--- config.mk ---
export PLATFORM = sky130hd
export DESIGN_NAME = cpu_sequencer
export DESIGN_NICKNAME = d
export VERILOG_FILES = /design/src/rtl/cpu_sequencer.sv
export SDC_FILE = /design/constraint.sdc
export NUM_CORES = 1
export LEC_CHECK = 0
export ABC_AREA = 1
export CORE_MARGIN = 8
export CORE_UTILIZATION = 40
export CTS_BUF_LIST = sky130_fd_sc_hd__clkbuf_2 sky130_fd_sc_hd__clkbuf_4 sky130_fd_sc_hd__clkbuf_8
export CTS_CLUSTER_SIZE = 8
export DETAILED_ROUTE_END_ITERATION = 10
export PLACE_DENSITY = 0.68
export SLEW_MARGIN = 30
export SYNTH_ARGS = -nofsm -noshare
export SYNTH_HDL_FRONTEND = slang
export SYNTH_SLANG_ARGS = --single-unit
--- constraint.sdc ---
create_clock -name clk -period 1.22 [get_ports clk]
set_input_delay 0.366 -clock clk [delete_from_list [all_inputs] [get_ports clk]]
set_output_delay 0.366 -clock clk [all_outputs]
set_load 0.02 [all_outputs]
--- src/rtl/cpu_sequencer.sv ---
`default_nettype none
// ============================================================================
//  Module   : cpu_sequencer
//  Brief    : Multi-cycle fetch/decode/execute control unit for the 4-bit
//             accumulator CPU (PC, IR, imem handshake, A-write/ALU controls).
//  Revision : 1.0  initial release
// ============================================================================
module cpu_sequencer #(
  parameter int PCW     = 4,
  parameter int IW      = 4,
  parameter int TIMEOUT = 15,
  parameter int RCW     = 8
) (
  input  logic           clk,
  input  logic           reset_n,
  input  logic           run,
  input  logic           step,
  output logic           imem_req,
  output logic [PCW-1:0] imem_addr,
  input  logic           imem_ack,
  input  logic [IW-1:0]  imem_rdata,
  output logic           a_we,
  output logic [2:0]     alu_op,
  output logic           alu_b,
  output logic [PCW-1:0] pc,
  output logic [IW-1:0]  ir,
  output logic           busy,
  output logic           halted,
  output logic           fault,
  output logic [RCW-1:0] retired
);

  localparam int         WCW    = (TIMEOUT > 0) ? $clog2(TIMEOUT + 1) : 1;
  localparam logic [2:0] OP_JMP = 3'b110;
  localparam logic [2:0] OP_HLT = 3'b111;

  typedef enum logic [2:0] {
    S_IDLE  = 3'd0,
    S_FETCH = 3'd1,
    S_EXEC  = 3'd2,
    S_HALT  = 3'd3,
    S_FAULT = 3'd4
  } state_t;

  state_t         state_q;
  logic [PCW-1:0] pc_q;
  logic [IW-1:0]  ir_q;
  logic           req_q;
  logic           awe_q;
  logic [2:0]     aluop_q;
  logic           alub_q;
  logic           busy_q;
  logic           halted_q;
  logic           fault_q;
  logic [RCW-1:0] retired_q;
  logic [WCW-1:0] wcnt_q;
  logic           oneshot_q;

  logic [2:0]     opcode;
  logic [2:0]     fetch_op;
  logic [PCW-1:0] pc_d;
  logic [RCW-1:0] retired_d;

  always_comb begin
    opcode    = ir_q[IW-1:IW-3];
    fetch_op  = imem_rdata[IW-1:IW-3];
    if (opcode == OP_JMP) begin
      pc_d = {{(PCW-1){1'b0}}, ir_q[0]};
    end else begin
      pc_d = pc_q + PCW'(1);
    end
    retired_d = (&retired_q) ? retired_q : retired_q + RCW'(1);
  end

  always_ff @(posedge clk or negedge reset_n) begin
    if (!reset_n) begin
      state_q   <= S_IDLE;
      pc_q      <= '0;
      ir_q      <= '0;
      req_q     <= 1'b0;
      awe_q     <= 1'b0;
      aluop_q   <= 3'b000;
      alub_q    <= 1'b0;
      busy_q    <= 1'b0;
      halted_q  <= 1'b0;
      fault_q   <= 1'b0;
      retired_q <= '0;
      wcnt_q    <= '0;
      oneshot_q <= 1'b0;
    end else begin
      awe_q <= 1'b0;
      case (state_q)
        S_IDLE: begin
          if (run || step) begin
            state_q   <= S_FETCH;
            req_q     <= 1'b1;
            busy_q    <= 1'b1;
            wcnt_q    <= '0;
            oneshot_q <= !run;
          end
        end

        S_FETCH: begin
          if (imem_ack) begin
            ir_q    <= imem_rdata;
            req_q   <= 1'b0;
            state_q <= S_EXEC;
            // ALU controls are set up one edge early so they are registered in EXEC
            if (fetch_op < OP_JMP) begin
              awe_q   <= 1'b1;
              aluop_q <= fetch_op;
              alub_q  <= imem_rdata[0];
            end
          end else if (wcnt_q == WCW'(TIMEOUT)) begin
            state_q <= S_FAULT;
            req_q   <= 1'b0;
            busy_q  <= 1'b0;
            fault_q <= 1'b1;
          end else begin
            wcnt_q <= wcnt_q + WCW'(1);
          end
        end

        S_EXEC: begin
          pc_q      <= pc_d;
          retired_q <= retired_d;
          if (opcode == OP_HLT) begin
            state_q  <= S_HALT;
            busy_q   <= 1'b0;
            halted_q <= 1'b1;
          end else if (run && !oneshot_q) begin
            state_q <= S_FETCH;
            req_q   <= 1'b1;
            wcnt_q  <= '0;
          end else begin
            state_q   <= S_IDLE;
            busy_q    <= 1'b0;
            oneshot_q <= 1'b0;
          end
        end

        S_HALT, S_FAULT: begin
          state_q <= state_q;
        end

        default: begin
          state_q <= S_IDLE;
          req_q   <= 1'b0;
          busy_q  <= 1'b0;
        end
      endcase
    end
  end

  assign imem_req  = req_q;
  assign imem_addr = pc_q;
  assign a_we      = awe_q;
  assign alu_op    = aluop_q;
  assign alu_b     = alub_q;
  assign pc        = pc_q;
  assign ir        = ir_q;
  assign busy      = busy_q;
  assign halted    = halted_q;
  assign fault     = fault_q;
  assign retired   = retired_q;

endmodule
`default_nettype wire

==> flow_summary.toml <==
[status]
status = "finished with violations"
violations = "setup timing"

[worst_setup_path]
worstSetupEndpointType = "flop"
worst-path-buf-inv = 2
worstPathCellList = "nor2_4 > nand2_4 > inv_8 > nand2_8 > buf_6 > xnor2_2"
rrSetupSlack_ns = -0.05
crit_path_top_delay_cell = "dfrtp_2"
reg2reg_to = "retired[0]"
crit_path_max_fanout = 6
r2r_start = "state_q[0]"
critical_path_class = "flop to flop"
cp-start-kind = "flop"
slowest_delay_ns = 0.45
worstPathArrival_ns = 1.45
ff2ff_path_depth = 6
crit_family = "flip-flops"
required_ns = 1.39

[finish]
nFillCells = 332
areaGrowthSynthToFinish_pct = 70.1
final_cells = 362
antenna_cells = 0
final_nets = 321
layout_commonest_cell = "nand2_1"
drive_gt1_frac = 0.487
layout_common_cells = "51 x nand2_1, 43 x buf_4, 31 x buf_6"

[global_routing]
antenna_found_initial = 0
grt_pass1_vias = 1834
grt-ovfl-total = 0
grt_first_pass_wirelength_um = 7890
track_usage = 0.150
use_met2 = 0.275
use_met3 = 0.0422
grt.busiest_layer = "met2"
grt_max_degree = 34
gr-usage-met1 = 0.159

[timing]
hold_violations = 0
tightest_slew_ns = 0.216
setup_ws_ns = -0.0534
finalSetupTns_ns = -0.780
setup_violations = 26
relSlewSlack = 0.855
drv_slew = 0
period_share = 1.04
fin_crit_ns = 1.27
finalClockSkew_ns = 0.00596
fmax_mhz = 785
rsz0062_at_grt = "true"

[synthesis]
yosys_warnings = 0
ys_seq_area_frac = 0.472
synthCells = 216
synthesis.nets = 228
synth_top_area_frac = 0.472
ys_types = 26
syn_area_mm2 = 0.00175
synth_area_per_cell_um2 = 8.09
ys_ff_latch = 33
synth_area_leader_cell = "dfrtp_1"
synthTopCellsByArea = "dfrtp_1 47%, nand2_1 14%, inv_1 6.0%, nand3_1 5.2%, nor2_1 3.2%"

[clocking]
ctsHoldBuffers = 0
clock-sinks = 33
htreeDepth = 2
cts_tree = "yes"
ctsLongestPathBuffers = 2
clk_latency_ns = 0.29
clk_pin_slew_ns = 0.07
cts-buffers-inserted = 5
cts_root_buf = "clkbuf_8"

[place]
dp.cells = 339
pre_cts_ws_ns = -0.397
globalplace.congestion = 0.818
io_buffers = 37
hpwl_um = 3140

[detailed_routing]
ant_nets = 0
avgRoutedWirePerCell_um = 13.1
vias = 1726
drc_errors = 0
via_per_inst = 4.77
wirelength_um = 4740
first_pass_iters = 4
drtIter0Drc = 47

[die]
die_y_um = 82.1
start_util = 0.407
dieArea_mm2 = 0.00674
num_rows = 24
ioPinCount = 38
core-area_mm2 = 0.00429
die_x_um = 82.1

[pwr]
finalPower_w = 0.00733
cellPowerDensity_mw_per_mm2 = 2460
max-vdd-ir-drop_uv = 1590
p_leak_nw = 1.51

[hold_path]
hold_class = "primary input to async pin"

[job]
maxCapViolCount = 0
where the power goes:
part           internal, W  total [W]  switching, W
Combinational      0.00212    0.00434       0.00222
Clock             0.000688    0.00111      0.000420
Sequential         0.00150    0.00188      0.000380
final cells by class:
| class | instances | area [µm²] | area share |
|---|---|---|---|
| multi-input combinational | 148 | 1010 | 0.340 |
| sequential | 33 | 832 | 0.280 |
| timing repair buffer | 91 | 820 | 0.276 |
| inverter | 30 | 124 | 0.0417 |
| clock buffer | 7 | 90.1 | 0.0303 |
| tap | 52 | 65.1 | 0.0219 |
| clock inverter | 1 | 30.0 | 0.0101 |
sequential cells by signal, indices dropped and copies added (netlist names):
signal / count
wcnt_q: 4
alu_op: 3
oneshot_q: 1
fault: 1
a_we: 1
imem_addr: 4
halted: 1
busy: 1
alu_b: 1
imem_req: 1
ir: 4
retired: 8
state_q: 3
per-stage QoR:
stage	area [µm²]	hold WS, ns	util
finish	2970	0.448	0.692
global route	2970	0.461	0.692
CTS	2720	0.451	0.632
detailed placement	2490	0.464	0.579
global placement	2490	0.462	0.579
floorplan	1790	0.0704	-
per-layer routing:
| metal | routed length [µm] | up-vias |
|---|---|---|
| met4 | 87 | 0 |
| met1 | 1940 | 815 |
| met2 | 2480 | 30 |
| li1 | - | 874 |
| met5 | 0 | - |
| met3 | 233 | 7 |
synthesized netlist by cell type:
library cell,count
a21oi_1,2
nor2_1,15
nand2_2,2
nand3b_1,2
nand2_4,1
o21ai_0,11
o21ai_2,2
nor2_4,2
nand3_1,18
o21ai_1,2
xnor2_1,6
buf_6,1
clkinv_1,1
xnor2_2,1
dfrtp_1,33
inv_4,1
buf_4,4
o21a_1,2
inv_1,28
or2_2,1
nand2_1,66
nand4_1,7
ha_1,3
or2_4,1
nand3_2,2
a21oi_2,2
worst max-delay path by stage:
stage          startpoint         end  depth (start not counted)
2_1_floorplan  retired[0]  retired[6]                          8
3_3_place_gp     imem_ack   alu_op[1]                          4
3_5_place_dp          run   wcnt_q[3]                          8
4_1_cts        state_q[1]   wcnt_q[1]                          7
5_1_grt        state_q[2]   wcnt_q[1]                          6
6_report       state_q[0]  retired[0]                          6
what timing repair did:
item | 4_1_cts | 5_1_grt
endpoints found under the setup margin | 55 | 56
gates resized for setup | 177 | 58
pin swaps | 18 | 24
endpoints found under the hold margin | 0 | 0
cloned | 0 | 0
setup buffers | 9 | 6
worst reg2reg max path, delay by kind of cell, from the launching register on:
| family | cells | cell delay, ns |
|---|---|---|
| xor+xnor | 1 | 0.11 |
| flops | 1 | 0.45 |
| buf+inv | 2 | 0.22 |
| simple gates | 3 | 0.37 |
logic make-up (layout without fill, tap and decap cells):
group | count (synthesis) | count (layout) | synth area share
AO/OA/AOI/OAI | 21 | 21 | 0.0716
XOR/XNOR | 7 | 7 | 0.0394
adder cells (fa/ha/maj) | 3 | 3 | 0.0215
buffers and inverters | 35 | 129 | 0.0895
flip-flops | 33 | 33 | 0.472
AND/OR/NAND/NOR | 117 | 117 | 0.306
Note: power is estimated with default switching activity, not from simulation.
